--- src/rtl/db15_pad_responder_if.sv ---
// Serial link between the DB15 joystick reader (master) and the pad responder (slave).
interface db15_pad_responder_if;
   logic joy_load;
   logic joy_clk;
   logic joy_data;

   modport master (output joy_load, output joy_clk, input joy_data);
   modport slave  (input joy_load, input joy_clk, output joy_data);
endinterface

--- src/rtl/db15_pad_responder.sv ---
// Two-player SNAC DB15 pad responder: loads both pads on joy_load low and shifts the frame out on joy_clk rises.
// Optional input glitch filter enabled by defining DB15_GLITCH_FILTER_EN.
module db15_pad_responder #(
   parameter int unsigned FRAME_BITS  = 24,
   parameter int unsigned SYNC_STAGES = 2,
   parameter int unsigned FILT_CYCLES = 4
) (
   input  logic                 i_clk,
   input  logic                 RESETn,
   db15_pad_responder_if.slave  bus,
   input  logic [11:0]          joystick1,
   input  logic [11:0]          joystick2,
   output logic [4:0]           bit_cnt,
   output logic                 frame_done
);

   localparam int unsigned CNT_W = 5;
   localparam int unsigned N_IN  = 2;
   localparam int unsigned I_CLK = 0;
   localparam int unsigned I_LD  = 1;

   typedef enum logic [1:0] {
      S_IDLE     = 2'd0,
      S_SHIFTING = 2'd1,
      S_DONE     = 2'd2
   } state_t;

   if (FRAME_BITS < 2 || FRAME_BITS > 32 || SYNC_STAGES < 2 || SYNC_STAGES > 4 ||
       FILT_CYCLES < 1) begin : g_param_err
      $error("db15_pad_responder: parameter out of legal range");
   end

   logic [N_IN-1:0]        pin;
   logic [SYNC_STAGES-1:0] sync_q [N_IN];
   logic [N_IN-1:0]        synced;
   logic [N_IN-1:0]        lvl;
   logic                   clk_prev;
   logic                   clk_rise;
   logic [FRAME_BITS-1:0]  shreg;
   logic [FRAME_BITS-1:0]  load_val;
   state_t                 state;

   assign pin[I_CLK] = bus.joy_clk;
   assign pin[I_LD]  = bus.joy_load;

   // Synchronizers preset high so an idle-high line after reset is not an edge.
   for (genvar g = 0; g < N_IN; g++) begin : g_sync
      always_ff @(posedge i_clk or negedge RESETn) begin
         if (!RESETn) begin
            sync_q[g] <= '1;
         end else begin
            sync_q[g] <= {sync_q[g][SYNC_STAGES-2:0], pin[g]};
         end
      end
      assign synced[g] = sync_q[g][SYNC_STAGES-1];
   end

`ifdef DB15_GLITCH_FILTER_EN
   localparam int unsigned FW = $clog2(FILT_CYCLES + 1);

   logic [FW-1:0] fcnt [N_IN];

   // Filtered level follows the synced input only after FILT_CYCLES stable cycles.
   for (genvar g = 0; g < N_IN; g++) begin : g_filt
      always_ff @(posedge i_clk or negedge RESETn) begin
         if (!RESETn) begin
            fcnt[g] <= '0;
            lvl[g]  <= 1'b1;
         end else if (synced[g] == lvl[g]) begin
            fcnt[g] <= '0;
         end else if (fcnt[g] == FW'(FILT_CYCLES - 1)) begin
            fcnt[g] <= '0;
            lvl[g]  <= synced[g];
         end else begin
            fcnt[g] <= fcnt[g] + FW'(1);
         end
      end
   end
`else
   assign lvl = synced;
`endif

   always_ff @(posedge i_clk or negedge RESETn) begin
      if (!RESETn) begin
         clk_prev <= 1'b1;
      end else begin
         clk_prev <= lvl[I_CLK];
      end
   end

   assign clk_rise = lvl[I_CLK] & ~clk_prev;

   // Unused high frame bits (FRAME_BITS > 24) load as released buttons.
   assign load_val = ~FRAME_BITS'({joystick2, joystick1});

   // Frame FSM: load has priority over any coincident shift edge.
   always_ff @(posedge i_clk or negedge RESETn) begin
      if (!RESETn) begin
         state      <= S_IDLE;
         shreg      <= '1;
         bit_cnt    <= '0;
         frame_done <= 1'b0;
      end else begin
         frame_done <= 1'b0;
         if (!lvl[I_LD]) begin
            state   <= S_IDLE;
            shreg   <= load_val;
            bit_cnt <= '0;
         end else if (clk_rise) begin
            shreg <= {shreg[FRAME_BITS-2:0], 1'b1};
            if (state != S_DONE) begin
               bit_cnt <= bit_cnt + CNT_W'(1);
               if (bit_cnt == CNT_W'(FRAME_BITS - 1)) begin
                  state      <= S_DONE;
                  frame_done <= (state == S_SHIFTING);
               end else begin
                  state <= S_SHIFTING;
               end
            end
         end
      end
   end

   assign bus.joy_data = shreg[FRAME_BITS-1];

endmodule
--- src/flat_wrapper.sv ---
// flat-port wrapper written by rule: the top's interface ports become plain ports
module db15_pad_responder_flat 
#(
   parameter int unsigned FRAME_BITS  = 24,
   parameter int unsigned SYNC_STAGES = 2,
   parameter int unsigned FILT_CYCLES = 4
)
  (i_clk, RESETn, joystick1, joystick2, bit_cnt, frame_done, bus_joy_load, bus_joy_clk, bus_joy_data);
  db15_pad_responder_if bus_i ();
  input  logic i_clk;
  input  logic RESETn;
  input  logic [11:0] joystick1;
  input  logic [11:0] joystick2;
  output logic [4:0] bit_cnt;
  output logic frame_done;
  input wire logic [$bits(bus_i.joy_load)-1:0] bus_joy_load;
  input wire logic [$bits(bus_i.joy_clk)-1:0] bus_joy_clk;
  output wire logic [$bits(bus_i.joy_data)-1:0] bus_joy_data;
  assign bus_i.joy_load = bus_joy_load;
  assign bus_i.joy_clk = bus_joy_clk;
  assign bus_joy_data = bus_i.joy_data;
  db15_pad_responder #(.FRAME_BITS(FRAME_BITS), .SYNC_STAGES(SYNC_STAGES), .FILT_CYCLES(FILT_CYCLES)) u_core (.i_clk(i_clk), .RESETn(RESETn), .bus(bus_i), .joystick1(joystick1), .joystick2(joystick2), .bit_cnt(bit_cnt), .frame_done(frame_done));
endmodule
--- config.mk ---
export PLATFORM = sky130hd
export DESIGN_NAME = db15_pad_responder_flat
export DESIGN_NICKNAME = d
export VERILOG_FILES = /design/src/rtl/db15_pad_responder_if.sv /design/src/rtl/db15_pad_responder.sv /design/src/flat_wrapper.sv
export SDC_FILE = /design/constraint.sdc
export NUM_CORES = 1
export LEC_CHECK = 0
export ABC_AREA = 1
export BUFFER_PORTS_ARGS = -buffer_cell sky130_fd_sc_hd__buf_2
export CAP_MARGIN = 10
export CORE_MARGIN = 5
export CORE_UTILIZATION = 40
export CTS_CLUSTER_DIAMETER = 100
export CTS_CLUSTER_SIZE = 14
export DETAILED_ROUTE_END_ITERATION = 6
export GPL_TIMING_DRIVEN = 0
export PLACE_DENSITY_LB_ADDON = 0.2
export SLEW_MARGIN = 20
export SYNTH_ARGS = -nofsm -noshare
export SYNTH_HDL_FRONTEND = slang
export SYNTH_SLANG_ARGS = --single-unit
export TNS_END_PERCENT = 1
--- constraint.sdc ---
create_clock -name i_clk -period 2.4 [get_ports i_clk]
set_input_delay 0.36 -clock i_clk [delete_from_list [all_inputs] [get_ports i_clk]]
set_output_delay 0.36 -clock i_clk [all_outputs]
set_load 0.02 [all_outputs]
After elaboration in Yosys (flattened, before gate mapping)
Cells that the tools add are included.
{ "word_totals": {"reg_bits": 37, "inputBits": 28, "out_inout_bits": 7, "wordCells": 30} }
{ "classes": {"mux": 13, "n_addsub": 1, "n_reduce_logical": 1, "bitwise": 3, "eq_ne": 5} }
{ "op_table": {"columns": ["operator", "count"], "rows": [
  ["24-bit two-way mux", 2],
  ["24-bit inverter", 1],
  ["5-bit two-way mux", 3],
  ["2-bit two-way mux", 4],
  ["2-bit != test (second input constant)", 3],
  ["5-bit by 1-bit adder with 5-bit output (second input constant)", 1],
  ["5-bit equality test (second input constant)", 1],
  ["1-bit two-way mux", 4],
  ["2-bit by 1-bit equality test with 1-bit output (second input constant)", 1],
  ["2-bit AND reduction", 1],
  ["1-bit bitwise AND", 1],
  ["1-bit inverter", 1]
]} }

Depth between registers and ports, before layout
Gate-level depths: netlist of run 1.
{ "logic_depth": {"word_depth": 5, "mapped_depth": 7, "mapped_depth_nobuf": 6} }

Worst setup path before layout of run 1
No wires, ideal clock.
{ "synth_timing": {"kind": "reg-to-reg", "startpoint": "register u_core.bit_cnt[0]", "endpoint": "register u_core.bit_cnt[2]", "setup_time_ns": 0.121, "n_path_buf": 0, "stages_incl_launch_ff": 5, "slack_ns": 1.153, "required_time_ns": 2.279, "period_less_slack_ns": 1.247, "arrival_ns": 1.126, "cell_sequence": "dfrtp_1 > ha_1 > or2_2 > nand3_1 > o21ai_1"} }
{ "synth_between": {"elab_chain_cells": 4} }
{ "synth_lines": {"columns": ["item", "line_no", "text"], "rows": [
  ["start, declared", "db15_pad_responder.sv:13", "output logic [4:0] bit_cnt,"],
  ["start signal, assigned", "db15_pad_responder.sv:112", "bit_cnt <= bit_cnt + CNT_W'(1);"],
  ["5-bit by 1-bit adder with 5-bit output", "db15_pad_responder.sv:112", null],
  ["5-bit two-way mux", "db15_pad_responder.sv:111", "if (state != S_DONE) begin"],
  ["5-bit two-way mux", "db15_pad_responder.sv:109", "end else if (clk_rise) begin"],
  ["5-bit two-way mux", "db15_pad_responder.sv:105", "if (!lvl[I_LD]) begin"]
]} }
Every way passes these cells. The select of a mux whose other input is x is not followed.
A chain may end at the register's enable or synchronous reset.

Final worst setup path of run 1
{ "layout_timing": {"startpoint": "register u_core.shreg[23]", "endpoint": "output bus_joy_data"} }
{ "layout_lines": {"columns": ["item", "line_no", "text"], "rows": [
  ["start, declared", "db15_pad_responder.sv:39", "logic [FRAME_BITS-1:0] shreg;"],
  ["start signal, assigned", "db15_pad_responder.sv:107", "shreg <= load_val;"],
  ["start signal, assigned", "db15_pad_responder.sv:110", "shreg <= {shreg[FRAME_BITS-2:0], 1'b1};"],
  ["end, declared", "flat_wrapper.sv:18", "output wire logic [$bits(bus_i.joy_data)-1:0] bus_joy_data;"]
]} }
No word-level cell between the ends.

==> results.cfg, run 1 <==
[routing]
drt_first_iter_violations = 93
drc_errors = 0
postRouteWirelength_microns = 3833
wl_per_cell_microns = 12.78
vias_per_cell = 4.710
drtAntennaViolNets = 0
vias = 1413
first_pass_iters = 4

[timing]
tns_ps = 0
maxSlewHeadroom_pct = 45.86
setup_viol = 0
worst_slew_pin_slew_ps = 812.1
post-route-period-util_pct = 54.82
rsz0062_at_grt = no
min_period_ps = 1316
final_max_slew_viol_count = 0
fmax_ghz = 0.7601
final-hold-violation-count = 0
skew_ps = 2.649

[synth]
synth_xor_xnor_area_share_pct = 0
ys_seq_area_share_pct = 54.46
yosys-mux-area-fraction_pct = 0
synth_compound_area_share_pct = 11.90
async_flop_share_pct = 100.0
synth.most_common_cell = nand2_1
yosys_warnings = 0
synth_enable_flop_cells = 0
ys_dominant_reg_cell = dfstp_2
synth_top_family_by_area = simple AND/OR/NAND/NOR gates
ys_ff_latch = 37
synth_adder_area_share_pct = 0.7082
ys_types = 19
netlist_area_sq_um = 1767
synth.avg_cell_area_sq_um = 8.576
syn-num-nets = 235
synth-simple-area-share_pct = 24.43
yosysTopAreaCellShare_pct = 43.13
synthTopCellsByArea = dfstp_2 (43%), nand2_1 (12%), dfrtp_1 (11%)
synth_cells = 206
ys_top_cells_by_count = nand2_1 (58), dfstp_2 (29), nor2_1 (28)
synth_top_area_cell = dfstp_2

[placement]
dp_hpwl_microns = 2643
dpl_cell_area_sq_um = 2002
placedCellCount = 292
routabilityCongestion = 0.6939
portBuffers = 34

[pwr]
power_density_nw_per_um2 = 675.8
p_leak_nw = 1.028
ir_drop_mv = 0.3863
power_mw = 1.421

[grt]
grt_pass1_vias = 1426
grt_max_degree = 38
grt_pass1_wl_microns = 6713
grt-ovfl-total = 0
grt_usage_pct = 14.08
antenna_found_initial = 0

[cts]
cts_made_buffers = 5
post_cts_resized = 0
clockBufferDepth = 2
cts_root_buffer = clkbuf_8
insertion_delay_ps = 280
cts_sinks = 37
holdBufCountCts = 0
cts_setup_buffers = 0
path_clk_slew_ps = 70
cts_htree_levels = 2
cts_tree = yes

[worst_setup_path]
crit_buf_inv = 1
startpoint_type = register
path_cells = buf_2
cp.arrival_ps = 960
required_ps = 2040
cp-end-kind = primary output
cp_max_fo = 2
r2r_setup_slack_ps = 1120
worst_path_max_delay_cell = dfstp_2
max_stage_delay_ps = 530
crit_type = reg2out
cp_top_family = flip-flops

[floorplan]
ios = 35
fp.dieArea_sq_um = 5846
die_y_microns = 76.46
core_area_sq_um = 4324
rows = 24
die_w_microns = 76.46
initial_core_util_pct = 40.86

[layout]
antenna_cells = 0
layout.nets = 276
num-fill-cells = 459
syn2layout_area_growth_pct = 19.05
fin_util_pct = 48.64
drive_above_1_share_pct = 37.90
final_cells = 300
fin_area_sq_um = 2103

[run_status]
status = complete, no violations

[run]
maxCapViolCount = 0

[hold_path]
holdCritPathClass = in2reg
[per-stage QoR]
stage	worst slack (ps)	hold slack, ps
finish	1084	174.7
CTS	1073	166.5
global route	920.0	156.8
floorplan	1153	64.41
detailed placement	1127	347.8
global placement	1124	345.3
[logic make-up after synthesis]
logic type | after synthesis
AND/OR/NAND/NOR | 107
AO/OA/AOI/OAI | 34
adder cells (fa/ha/maj) | 1
flip-flops | 37
buffers and inverters | 27
[final timing paths]
path,depth (start not counted),startpoint,to
worst max-delay path,1,u_core.shreg[23],bus_joy_data
worst min-delay path,1,bus_joy_clk,u_core.sync_q[2]
worst max register to register,6,u_core.lvl[0],u_core.shreg[14]
worst min register to register,0,u_core.sync_q[2],u_core.lvl[0]
max in group asynchronous,1,RESETn,u_core.bit_cnt[3]
min in group asynchronous,1,RESETn,u_core.bit_cnt[0]
[power by group]
group / switching (mW) / internal [mW]
Combinational: 0.128 / 0.0826
Sequential: 0.0267 / 0.721
Clock: 0.205 / 0.259
Total: 0.359 / 1.06
[state kept, by name, indices dropped and copies added (netlist names)]
| register | count |
|---|---|
| u_core.shreg | 24 |
| u_core.bit_cnt | 5 |
| u_core.lvl | 2 |
| u_core.state | 2 |
| u_core.sync_q | 2 |
| u_core.clk_prev | 1 |
| u_core.frame_done | 1 |
[cell type report]
cell class | count | area (sq um) | area share, %
Buffer | 12 | 93.84 | 4.462
Clock buffer | 7 | 96.34 | 4.581
Clock inverter | 1 | 5.005 | 0.2380
Inverter | 15 | 56.30 | 2.677
Multi-Input combinational cell | 142 | 654.4 | 31.11
Sequential cell | 37 | 962.2 | 45.75
Tap cell | 52 | 65.06 | 3.093
Timing Repair Buffer | 34 | 170.2 | 8.090
[placed cells by master, fill, tap and decap left out, drive strengths merged]
master / count
o21ai: 28
o21a: 1
buf: 46
nand3: 17
nor3: 1
inv: 15
nand2: 58
or2: 1
a21oi: 5
clkbuf: 7
dfstp: 29
ha: 1
clkinv: 1
nand4: 2
nor2: 28
dfrtp: 8
[layer usage]
layer	track usage, %	up-vias	wire, microns
met5	0	-	0
li1	-	736	-
met2	21.32	30	1794
met1	20.49	645	1839
met4	3.147	0	19
met3	3.191	2	180
No activity file was read; power rests on OpenSTA's default activity.
==> run 2, diff against run 1 <==
- clock period: 2.4 -> 1.35 ns (I/O delays scaled with it)
==> results.cfg, run 2 (synthesis gave the netlist of run 1 again) <==
[timing]
fmax_ghz = 0.7806
final-hold-violation-count = 0
setup_ws_ps = 68.90
rsz0062_at_grt = yes
min_period_ps = 1281
tns_ps = 0
setup_viol = 0
skew_ps = 2.911
post-route-period-util_pct = 94.90
timing.hold.ws_ps = 17.85
maxSlewHeadroom_pct = 46.05
worst_slew_pin_slew_ps = 809.2
final_max_slew_viol_count = 0

[cts]
path_clk_slew_ps = 70
cts_htree_levels = 2
cts_sinks = 37
insertion_delay_ps = 280
cts_made_buffers = 5
clockBufferDepth = 2
cts_root_buffer = clkbuf_8
cts_tree = yes

[floorplan]
die_y_microns = 76.46
rows = 24
fp.dieArea_sq_um = 5846
ios = 35
core_area_sq_um = 4324
initial_core_util_pct = 40.86
die_w_microns = 76.46

[worst_setup_path]
startpoint_type = register
required_ps = 1580
worstSetupStartpoint = u_core.lvl[0]
cp_max_fo = 10
ff2ff_path_depth = 6
r2r_end = u_core.shreg[0]
path_cells = inv_1, o21ai_2, buf_6, buf_6, nand2_1, nand2_1
worst_path_max_delay_cell = dfstp_2
max_stage_delay_ps = 530
cp.arrival_ps = 1510
cp-end-kind = register
worstReg2RegStart = u_core.lvl[0]
crit_type = reg2reg
r2r_setup_slack_ps = 70
endpoint = u_core.shreg[0]

[grt]
grt_max_degree = 38
grt_usage_pct = 14.08
grt-ovfl-total = 0
grt_pass1_wl_microns = 6713
grt_pass1_vias = 1426
antenna_found_initial = 0

[pwr]
power_density_nw_per_um2 = 1190
p_clk_share_pct = 32.6
comb_power_share_pct = 15.1
switching_share_pct = 25.33
seq_power_share_pct = 52.4
ir_drop_mv = 0.6866
switchingPower_mw = 0.6428
p_leak_nw = 1.035
p_int_mw = 1.895
power_mw = 2.538

[layout]
fin_area_sq_um = 2132
antenna_cells = 0
largest_reg_flops = 24
layout_commonest_cell = nand2_1
top_register = u_core.shreg
drive_above_1_share_pct = 38.55
layout.nets = 277
final_cell_mix = nand2_1 (58), buf_2 (37), dfstp_2 (29), nor2_1 (27), nand3_1 (17)
final_cells = 301
reg_top3 = u_core.shreg (24), u_core.bit_cnt (5)
syn2layout_area_growth_pct = 20.68
num-fill-cells = 457
fin_util_pct = 49.31

[placement]
portBuffers = 34
routabilityCongestion = 0.6939
dp_hpwl_microns = 2643
dp_slack_ps = 76.83
placedCellCount = 292
dpl_cell_area_sq_um = 2002

[routing]
vias = 1441
postRouteWirelength_microns = 3908
drc_errors = 0
first_pass_iters = 4
drt_first_iter_violations = 125
drtAntennaViolNets = 0
wl_per_cell_microns = 12.98
vias_per_cell = 4.787

[hold_path]
holdCritPathClass = in2async

[run_status]
status = complete, no violations

[run]
maxCapViolCount = 0
run 2: critical path, delay by kind of cell, from the launching register on:
kind / cells / cell delay [ps]
AO/OA/AOI/OAI: 1 / 140
buffers and inverters: 3 / 430
flip-flops: 1 / 530
AND/OR/NAND/NOR: 2 / 130
run 2: worst min path at each step:
stage               cells after the start  slack, ps    startpoint                end
global placement                        1        310  bus_joy_load   u_core.sync_q[0]
detailed placement                      1        310   bus_joy_clk   u_core.sync_q[2]
finish                                  1         20        RESETn  u_core.bit_cnt[1]
global route                            1          8  bus_joy_load   u_core.sync_q[0]
floorplan                               0        -90        RESETn  u_core.bit_cnt[0]
CTS                                     1          9   bus_joy_clk   u_core.sync_q[2]
run 2: routing by layer:
| metal | part of all wire [%] | vias to the layer above | GRT usage (%) | wire, microns |
|---|---|---|---|---|
| met5 | 0 | - | 0 | 0 |
| met4 | 0.59 | 0 | 3.147 | 23 |
| met3 | 4.4 | 2 | 3.191 | 170 |
| met2 | 47 | 29 | 21.32 | 1848 |
| met1 | 48 | 670 | 20.49 | 1865 |
| li1 | - | 740 | - | - |
run 2: timing repair:
action                                 in CTS  in global routing
hold buffers                                0                  1
gates resized for setup                     0                  7
setup endpoints to repair                   0                 15
endpoints found under the hold margin       0                  1
setup buffers                               0                  0
run 2: power by group through the flow:
stage / Clock (mW) / Sequential [mW] / Combinational, mW
final: 0.827 / 1.33 / 0.383
after global routing: 0.904 / 1.34 / 0.435
after CTS: 0.854 / 1.33 / 0.382
after detailed placement: 0 / 1.35 / 0.380
after global placement: 0 / 1.34 / 0.374
after floorplan: 0 / 1.35 / 0.239
run 2: area by class of cell:
| class | count | area (sq um) | area share, % |
|---|---|---|---|
| well taps | 52 | 65.06 | 3.052 |
| repair buffers | 35 | 180.2 | 8.451 |
| flip-flops and latches | 37 | 962.2 | 45.13 |
| plain buffers | 12 | 105.1 | 4.930 |
| clock buffers | 7 | 96.34 | 4.519 |
| multi-input cells | 142 | 661.9 | 31.04 |
| inverters | 15 | 56.30 | 2.641 |
| clock inverters | 1 | 5.005 | 0.2347 |
==> run 3, diff against run 2 <==
--- a/config.mk
+++ b/config.mk
@@ -9,3 +9,2 @@
 export BUFFER_PORTS_ARGS = -buffer_cell sky130_fd_sc_hd__buf_2
-export CAP_MARGIN = 10
 export CORE_MARGIN = 5
--- a/constraint.sdc
+++ b/constraint.sdc
@@ -3,2 +3,2 @@
 set_output_delay 0.2025 -clock i_clk [all_outputs]
-set_load 0.02 [all_outputs]
+set_load 0.1 [all_outputs]
==> results.cfg, run 3 (synthesis gave the netlist of run 1 again) <==
[run_status]
status = complete, no violations

[routing]
first_pass_iters = 4
postRouteWirelength_microns = 4114
wl_per_cell_microns = 13.36
drtAntennaViolNets = 0
drc_errors = 0
vias = 1463
drt_first_iter_violations = 102
vias_per_cell = 4.750

[worst_setup_path]
cp_max_fo = 2
cp_top_family = flip-flops
cp-end-kind = primary output
crit_type = reg2out
path_cells = buf_4
r2r_end = u_core.shreg[18]
r2r_setup_slack_ps = 70
ff2ff_path_depth = 6
max_stage_delay_ps = 540
startpoint_type = register
crit_buf_inv = 1
cp.arrival_ps = 1110
worstReg2RegStart = u_core.lvl[0]
cp_num_cells = 1
required_ps = 1150
worst_path_max_delay_cell = dfstp_2

[placement]
dp_hpwl_microns = 2609
portBuffers = 34
routabilityCongestion = 0.7158
dpl_cell_area_sq_um = 2013

[timing]
fmax_ghz = 0.7610
skew_ps = 10.05
final_max_slew_viol_count = 0
rsz0062_at_grt = no
worst_slew_pin_slew_ps = 819.8
setup_viol = 0
min_period_ps = 1314
final-hold-violation-count = 0
maxSlewHeadroom_pct = 45.35
post-route-period-util_pct = 97.34

[cts]
cts_made_buffers = 5
clockBufferDepth = 2
path_clk_slew_ps = 80
cts_htree_levels = 2
cts_tree = yes
insertion_delay_ps = 290
cts_sinks = 37
cts_root_buffer = clkbuf_8

[layout]
antenna_cells = 0
layout_commonest_cell = nand2_1
final_cell_mix = nand2_1 (57), buf_2 (34), dfstp_2 (29), nor2_1 (27), nand3_1 (17)
syn2layout_area_growth_pct = 26.98
reg_top3 = u_core.shreg (24), u_core.bit_cnt (5)
largest_reg_flops = 24
fin_area_sq_um = 2243
top_register = u_core.shreg
drive_above_1_share_pct = 42.19
num-fill-cells = 426
layout.nets = 284

[hold_path]
holdCritPathClass = in2async

[pwr]
power_mw = 2.624
seq_power_share_pct = 50.8
ir_drop_mv = 0.5990
p_clk_share_pct = 30.4
power_density_nw_per_um2 = 1170
switching_share_pct = 27.98
p_leak_nw = 1.065
switchingPower_mw = 0.7342
p_int_mw = 1.890
comb_power_share_pct = 18.8

[floorplan]
die_w_microns = 76.46
die_y_microns = 76.46
ios = 35
core_area_sq_um = 4324
initial_core_util_pct = 40.86
fp.dieArea_sq_um = 5846
rows = 24

[run]
maxCapViolCount = 0

[grt]
grt_usage_pct = 13.92
grt_max_degree = 38
grt_pass1_vias = 1378
grt-ovfl-total = 0
grt_pass1_wl_microns = 6458
antenna_found_initial = 0
## run 3: worst max path at each step
| stage | slack, ps | end | startpoint |
|---|---|---|---|
| 2_1_floorplan | -60 | u_core.bit_cnt[2] | u_core.bit_cnt[0] |
| 3_3_place_gp | 60 | u_core.shreg[10] | u_core.lvl[0] |
| 3_5_place_dp | 50 | u_core.shreg[18] | u_core.lvl[0] |
| 4_1_cts | 30 | bus_joy_data | u_core.shreg[23] |
| 5_1_grt | 8 | bus_joy_data | u_core.shreg[23] |
| 6_report | 40 | bus_joy_data | u_core.shreg[23] |
## run 3: power by group through the flow
stage                     Sequential (mW)  Combinational, mW  Clock (mW)
after floorplan                      1.42              0.239           0
after global placement               1.35              0.440           0
after detailed placement             1.35              0.445           0
after CTS                            1.33              0.453       0.815
after global routing                 1.34              0.545       0.878
final                                1.33              0.493       0.797
## run 3: timing repair
item,in CTS,in global routing
buffers inserted,0,4
hold buffers,0,1
gates cloned,0,3
resized for setup,5,17
setup endpoints to repair,5,17
pin swaps,0,6
hold endpoints to repair,0,1
## run 3: final cells by class
| cell class | count | area (sq um) | area share (%) |
|---|---|---|---|
| flip-flops and latches | 37 | 973.4 | 43.39 |
| multi-input cells | 142 | 671.9 | 29.95 |
| well taps | 52 | 65.06 | 2.900 |
| repair buffers | 42 | 266.5 | 11.88 |
| clock buffers | 8 | 90.09 | 4.016 |
| inverters | 15 | 56.30 | 2.510 |
| plain buffers | 12 | 120.1 | 5.354 |
## run 3: layer usage
metal,GRT usage [%],wire length (microns),vias up
met5,0,0,-
met4,4.196,36,0
met3,5.083,190,4
met2,20.38,1883,33
met1,19.13,2003,675
li1,-,-,751
## run 3: metrics by stage
step	cells	util (%)	setup WS [ps]	TNS, ps	hold slack [ps]
5_1_grt	308	51.88	7.537	0	2.250
3_3_place_gp	292	46.56	60.32	0	307.3
2_1_floorplan	206	-	-58.86	-91.32	-93.09
6_report	308	51.88	35.91	0	1.882
4_1_cts	300	48.93	26.25	0	2.428
3_5_place_dp	292	46.56	54.45	0	308.7
